===== config.mk =====
export PLATFORM = sky130hd
export DESIGN_NAME = byte_time_sink_flat
export DESIGN_NICKNAME = d
export VERILOG_FILES = /design/src/rtl/byte_time_pkg.sv /design/src/rtl/byte_time_sink_if.sv /design/src/rtl/bt_fifo.sv /design/src/rtl/byte_time_sink.sv /design/src/flat_wrapper.sv
export SDC_FILE = /design/constraint.sdc
export NUM_CORES = 1
export LEC_CHECK = 0
export CORE_ASPECT_RATIO = 0.6
export CORE_MARGIN = 4
export CORE_UTILIZATION = 25
export CTS_BUF_LIST = sky130_fd_sc_hd__clkbuf_16
export CTS_CLUSTER_SIZE = 12
export DETAILED_ROUTE_END_ITERATION = 6
export GPL_ROUTABILITY_DRIVEN = 1
export GPL_TIMING_DRIVEN = 0
export PLACE_DENSITY = 0.53
export SETUP_SLACK_MARGIN = 0.3
export SKIP_LAST_GASP = 1
export SYNTH_ARGS = -nofsm -noshare
export SYNTH_HDL_FRONTEND = slang
export SYNTH_SLANG_ARGS = --single-unit

===== constraint.sdc =====
create_clock -name clk -period 2.9 [get_ports clk]
set_clock_uncertainty 0.1 [all_clocks]
set_input_delay 0.58 -clock clk [delete_from_list [all_inputs] [get_ports clk]]
set_output_delay 0.58 -clock clk [all_outputs]
set_load 0.01 [all_outputs]

===== src/rtl/byte_time_pkg.sv =====
// Shared types for the byte/timestamp sink.
// Entry layout and flag bit positions.
package byte_time_pkg;

  localparam int BT_TIME_W = 64;

  localparam int FLAG_FULL  = 1;
  localparam int FLAG_EMPTY = 0;

  typedef struct packed {
    byte         data;
    logic [63:0] stamp;
  } bt_entry_t;

endpackage


===== src/rtl/byte_time_sink_if.sv =====
// Upstream/downstream handshake bundle for byte_time_sink.
// stall_cnt exists only with BYTE_TIME_SINK_STALL_COUNT_EN.
interface byte_time_sink_if #(
  parameter int TIME_W = 64
);

  logic              in_valid;
  byte               in_data;
  logic              in_ready;
  logic              out_valid;
  byte               out_data;
  logic [TIME_W-1:0] out_time;
  logic              out_ready;
  logic [1:0]        flags;
  logic [TIME_W-1:0] now;
`ifdef BYTE_TIME_SINK_STALL_COUNT_EN
  logic [31:0]       stall_cnt;
`endif

  modport slave (
    input  in_valid,
    input  in_data,
    output in_ready,
    output out_valid,
    output out_data,
    output out_time,
    input  out_ready,
    output flags,
`ifdef BYTE_TIME_SINK_STALL_COUNT_EN
    output stall_cnt,
`endif
    output now
  );

  modport master (
    output in_valid,
    output in_data,
    input  in_ready,
    input  out_valid,
    input  out_data,
    input  out_time,
    output out_ready,
    input  flags,
`ifdef BYTE_TIME_SINK_STALL_COUNT_EN
    input  stall_cnt,
`endif
    input  now
  );

endinterface


===== src/rtl/bt_fifo.sv =====
// First-word-fall-through FIFO with wrapping pointers and count.
// Push is refused when full and pop when empty.
module bt_fifo
  import byte_time_pkg::*;
#(
  parameter int  DEPTH = 4,
  parameter type T     = bt_entry_t
) (
  input  logic clk,
  input  logic rst,
  input  logic push,
  input  T     wdata,
  input  logic pop,
  output T     rdata,
  output logic full,
  output logic empty
);

  localparam int PTR_W = $clog2(DEPTH);
  localparam int CNT_W = PTR_W + 1;

  T           mem_q [DEPTH];
  T           mem_d [DEPTH];
  logic [PTR_W-1:0] wr_ptr_q, wr_ptr_d;
  logic [PTR_W-1:0] rd_ptr_q, rd_ptr_d;
  logic [CNT_W-1:0] cnt_q, cnt_d;
  logic             push_ok;
  logic             pop_ok;

  assign full  = (cnt_q == CNT_W'(DEPTH));
  assign empty = (cnt_q == '0);
  assign rdata = mem_q[rd_ptr_q];

  always_comb begin
    mem_d    = mem_q;
    wr_ptr_d = wr_ptr_q;
    rd_ptr_d = rd_ptr_q;
    cnt_d    = cnt_q;
    push_ok  = push && !full;
    pop_ok   = pop && !empty;
    if (push_ok) begin
      mem_d[wr_ptr_q] = wdata;
      wr_ptr_d        = wr_ptr_q + PTR_W'(1);
    end
    if (pop_ok) begin
      rd_ptr_d = rd_ptr_q + PTR_W'(1);
    end
    unique case (1'b1)
      push_ok && !pop_ok: cnt_d = cnt_q + CNT_W'(1);
      pop_ok && !push_ok: cnt_d = cnt_q - CNT_W'(1);
      default:            cnt_d = cnt_q;
    endcase
  end

  always_ff @(posedge clk) begin
    if (rst) begin
      wr_ptr_q <= '0;
      rd_ptr_q <= '0;
      cnt_q    <= '0;
    end else begin
      wr_ptr_q <= wr_ptr_d;
      rd_ptr_q <= rd_ptr_d;
      cnt_q    <= cnt_d;
    end
  end

  // Storage needs no reset; the pointers define what is live.
  always_ff @(posedge clk) begin
    mem_q <= mem_d;
  end

endmodule


===== src/rtl/byte_time_sink.sv =====
// Stamps incoming bytes with a free-running cycle count and queues them.
// Optional stall counter: define BYTE_TIME_SINK_STALL_COUNT_EN.
module byte_time_sink
  import byte_time_pkg::*;
#(
  parameter int DEPTH  = 4,
  parameter int TIME_W = BT_TIME_W
) (
  input logic              clk,
  input logic              rst,
  byte_time_sink_if.slave  bus
);

  logic [TIME_W-1:0] now_q, now_d;
  logic              full;
  logic              empty;
  logic              push;
  logic              pop;
  logic [1:0]        flags;
  bt_entry_t         wr_e;
  bt_entry_t         rd_e;

  always_comb begin
    now_d      = now_q + TIME_W'(1);
    push       = bus.in_valid && !full;
    pop        = !empty && bus.out_ready;
    wr_e       = '0;
    wr_e.data  = bus.in_data;
    wr_e.stamp = 64'(now_q);
    flags             = '0;
    flags[FLAG_FULL]  = full;
    flags[FLAG_EMPTY] = empty;
  end

  always_ff @(posedge clk) begin
    if (rst) begin
      now_q <= '0;
    end else begin
      now_q <= now_d;
    end
  end

  bt_fifo #(
    .DEPTH (DEPTH),
    .T     (bt_entry_t)
  ) u_fifo (
    .clk   (clk),
    .rst   (rst),
    .push  (push),
    .wdata (wr_e),
    .pop   (pop),
    .rdata (rd_e),
    .full  (full),
    .empty (empty)
  );

  // Head is masked while empty so idle outputs read as zero.
  assign bus.in_ready  = !full;
  assign bus.out_valid = !empty;
  assign bus.out_data  = empty ? 8'sd0 : rd_e.data;
  assign bus.out_time  = empty ? '0 : rd_e.stamp[TIME_W-1:0];
  assign bus.flags     = flags;
  assign bus.now       = now_q;

`ifdef BYTE_TIME_SINK_STALL_COUNT_EN
  logic [31:0] stall_q, stall_d;

  always_comb begin
    stall_d = stall_q;
    if (bus.in_valid && full && (stall_q != '1)) begin
      stall_d = stall_q + 32'd1;
    end
  end

  always_ff @(posedge clk) begin
    if (rst) begin
      stall_q <= '0;
    end else begin
      stall_q <= stall_d;
    end
  end

  assign bus.stall_cnt = stall_q;
`endif

endmodule


===== src/flat_wrapper.sv =====
// flat-port wrapper written by rule: the top's interface ports become plain ports
module byte_time_sink_flat import byte_time_pkg::*;
#(
  parameter int DEPTH  = 4,
  parameter int TIME_W = BT_TIME_W
)
  (clk, rst, bus_in_valid, bus_in_data, bus_in_ready, bus_out_valid, bus_out_data, bus_out_time, bus_out_ready, bus_flags, bus_now);
  byte_time_sink_if #(.TIME_W(TIME_W)) bus_i ();
  input logic clk;
  input logic rst;
  input wire logic [$bits(bus_i.in_valid)-1:0] bus_in_valid;
  input wire logic [$bits(bus_i.in_data)-1:0] bus_in_data;
  output wire logic [$bits(bus_i.in_ready)-1:0] bus_in_ready;
  output wire logic [$bits(bus_i.out_valid)-1:0] bus_out_valid;
  output wire logic [$bits(bus_i.out_data)-1:0] bus_out_data;
  output wire logic [$bits(bus_i.out_time)-1:0] bus_out_time;
  input wire logic [$bits(bus_i.out_ready)-1:0] bus_out_ready;
  output wire logic [$bits(bus_i.flags)-1:0] bus_flags;
  output wire logic [$bits(bus_i.now)-1:0] bus_now;
  assign bus_i.in_valid = bus_in_valid;
  assign bus_i.in_data = bus_in_data;
  assign bus_in_ready = bus_i.in_ready;
  assign bus_out_valid = bus_i.out_valid;
  assign bus_out_data = bus_i.out_data;
  assign bus_out_time = bus_i.out_time;
  assign bus_i.out_ready = bus_out_ready;
  assign bus_flags = bus_i.flags;
  assign bus_now = bus_i.now;
  byte_time_sink #(.DEPTH(DEPTH), .TIME_W(TIME_W)) u_core (.clk(clk), .rst(rst), .bus(bus_i));
endmodule

==> flow_summary.json <==
{
  "ir_worst_vdd_v": 0.000455,
  "endpoint_kind": "output pin",
  "nets": 1134,
  "yosysSeqAreaShare_pct": 70.7,
  "netlist_top_cells_area": "edfxtp_1 61%, mux4_2 11%, dfxtp_1 10%",
  "final_common_cell": "edfxtp_1",
  "yosysTopAreaCellShare_pct": 60.7,
  "fp-row-count": 67,
  "ff2ff_setup_slack_ps": 400,
  "crit_buf_inv": 4,
  "relSlewSlack_pct": 47.0,
  "slowest_stage": "mux4_2",
  "rsz0062_at_grt": "yes",
  "worstPathArrival_ps": 2200,
  "cts_tree": "yes",
  "p_leak_nw": 6.62,
  "nFillCells": 5335,
  "clk_pin_slew_worst_paths_ps": 60,
  "setup_viol": 0,
  "finalCritPeriodShare_pct": 99.3,
  "crit_fanout": 7,
  "first_pass_iters": 5,
  "gp_congestion": 0.703,
  "fin_tns_setup_ps": 0,
  "fp.dieH_um": 193,
  "syn_inst": 857,
  "ys_ff_latch": 359,
  "netlist_area_sq_mm": 0.0142,
  "utilization_pct": 34.4,
  "cts.sinks": 359,
  "viasPerCell": 4.44,
  "clock_latency_ps": 540,
  "path_class": "flop to output pin",
  "yosysWarnings": 0,
  "syn-num-nets": 876,
  "syn_avg_cell_area_sq_um": 16.6,
  "yosysUniqueCellTypes": 34,
  "cp-start-kind": "flop",
  "drc": 0,
  "synth-edff-count": 288,
  "maxCapViolCount": 0,
  "routed_wirelength_um": 37800,
  "die_area_sq_mm": 0.0610,
  "area_growth_pct": 35.6,
  "dp_hpwl_um": 23800,
  "die_w_um": 316,
  "hold_ws_ps": 405,
  "grt_pass1_vias": 8435,
  "cp.required_ps": 2220,
  "slew_viol_final": 0,
  "fin_crit_ps": 2880,
  "power_density_mw_per_mm2": 883,
  "cts.path.max_buffers": 3,
  "grt_usage_pct": 12.4,
  "initialDrtViolationCount": 565,
  "critical_path.top_delay_family": "multiplexers",
  "cts_root_buf": "clkbuf_16",
  "n_antenna_cell": 0,
  "io_buffer_count": 150,
  "antenna_found_initial": 0,
  "gr-total-overflow": 0,
  "drive_gt1_share_pct": 33.5,
  "crit_path_max_incr_delay_ps": 560,
  "path_cells": "clkbuf_16 > buf_6 > buf_12 > mux4_2 > and2_4 > buf_6",
  "start_util_pct": 25.4,
  "grt_pass1_wl_um": 55900,
  "wl_per_cell_um": 19.9,
  "final_cell_mix": "288 x edfxtp_1, 75 x clkdlybuf4s50_1, 72 x mux4_2",
  "synthArstFlopShare_pct": 0,
  "finalHoldViolations": 0,
  "htreeDepth": 2,
  "yosys_most_used_dff": "edfxtp_1",
  "drtAntennaViolNets": 0,
  "max_freq_mhz": 347,
  "status": "finished clean",
  "hold_path_class": "flop to flop",
  "cpMostUsedCell": "buf_6",
  "synth_top_area_cell": "edfxtp_1",
  "worst_pin_slew_ps": 795,
  "dpl_cell_area_sq_mm": 0.0168,
  "num_vias": 8445,
  "coreArea_sq_mm": 0.0561,
  "io_pins": 152,
  "fin_area_sq_mm": 0.0193,
  "p_total_mw": 17.0,
  "cts_made_buffers": 39,
  "grt_max_degree": 41
}
-- worst min-delay path, delay by kind of cell, from the launching register on --
family             cells  cell delay [ps]
AOI/OAI and AO/OA      1               50
DFF                    1              340
and+or+nand+nor        1               70
-- cell type report --
cell class	count	area (sq um)	share of cell area, %
sequential	359	10100	52.3
clock inverter	26	184	0.953
multi-input combinational	445	4170	21.6
buffer	39	470	2.44
tap	759	950	4.92
timing repair buffer	217	2330	12.1
inverter	14	52.6	0.272
clock buffer	42	1050	5.44
-- through the flow --
stage | worst slack [ps] | cells
after floorplan | 509 | 857
after global placement | -828 | 1766
after detailed placement | -777 | 1770
after CTS | -51.0 | 1890
after global routing | -48.0 | 1901
final | 20.4 | 1901
-- worst paths after layout --
path / startpoint / cells past startpoint / end
max reg2reg: u_core.bus.now[15] / 6 / u_core.bus.now[41]
max: u_core.u_fifo.rd_ptr_q[0] / 6 / bus_out_time[13]
min: u_core.u_fifo.wr_ptr_q[1] / 2 / u_core.u_fifo.wr_ptr_q[1]
min reg2reg: u_core.u_fifo.wr_ptr_q[1] / 2 / u_core.u_fifo.wr_ptr_q[1]
-- kinds of logic after synthesis --
kind of cell / count (synthesis) / synth area share [%]
flops: 359 / 70.7
simple gates: 274 / 11.1
mux: 72 / 11.4
buf+inv: 53 / 1.55
xor+xnor: 46 / 2.83
fa+ha+maj: 7 / 0.668
compound gates: 46 / 1.77
-- registers in the layout (all words and copies together), names as in the netlist --
| name | count |
|---|---|
| u_core.u_fifo.mem_q | 288 |
| u_core.u_fifo.cnt_q | 3 |
| u_core.bus.now | 64 |
| u_core.u_fifo.wr_ptr_q | 2 |
| u_core.u_fifo.rd_ptr_q | 2 |
-- cell usage after synthesis, types with 14 or more instances --
master,count
mux4_2,72
xor2_1,31
a21oi_1,22
nand3_1,21
or3_1,20
nand2_1,23
nand4_1,29
dfxtp_1,71
nor2_1,52
o21ai_0,17
xnor2_1,15
edfxtp_1,288
inv_1,14
and2_1,77
clkbuf_1,26
-- layer usage --
metal | up-vias | track usage (%) | wire [um]
li1 | 3834 | - | -
met3 | 41 | 2.88 | 2280
met5 | - | 0 | 0
met1 | 4373 | 18.5 | 18600
met2 | 197 | 18.3 | 16400
met4 | 0 | 2.42 | 508
-- repair_timing --
action                     CTS  global route
hold buffers                 0             0
setup endpoints to repair  102           100
cloned                       6             0
buffers inserted            46            11
gates resized for setup    478            64
pin swaps                   43            15
-- where the power goes --
part           internal, mW  switching [mW]  leakage (nW)  total, mW
logic                  3.59            2.48          2.67       6.08
registers              6.00           0.119          3.29       6.12
clock network          2.86            2.00         0.656       4.85
total                  12.4            4.60          6.62       17.0
No activity file was read; power rests on OpenSTA's default activity.
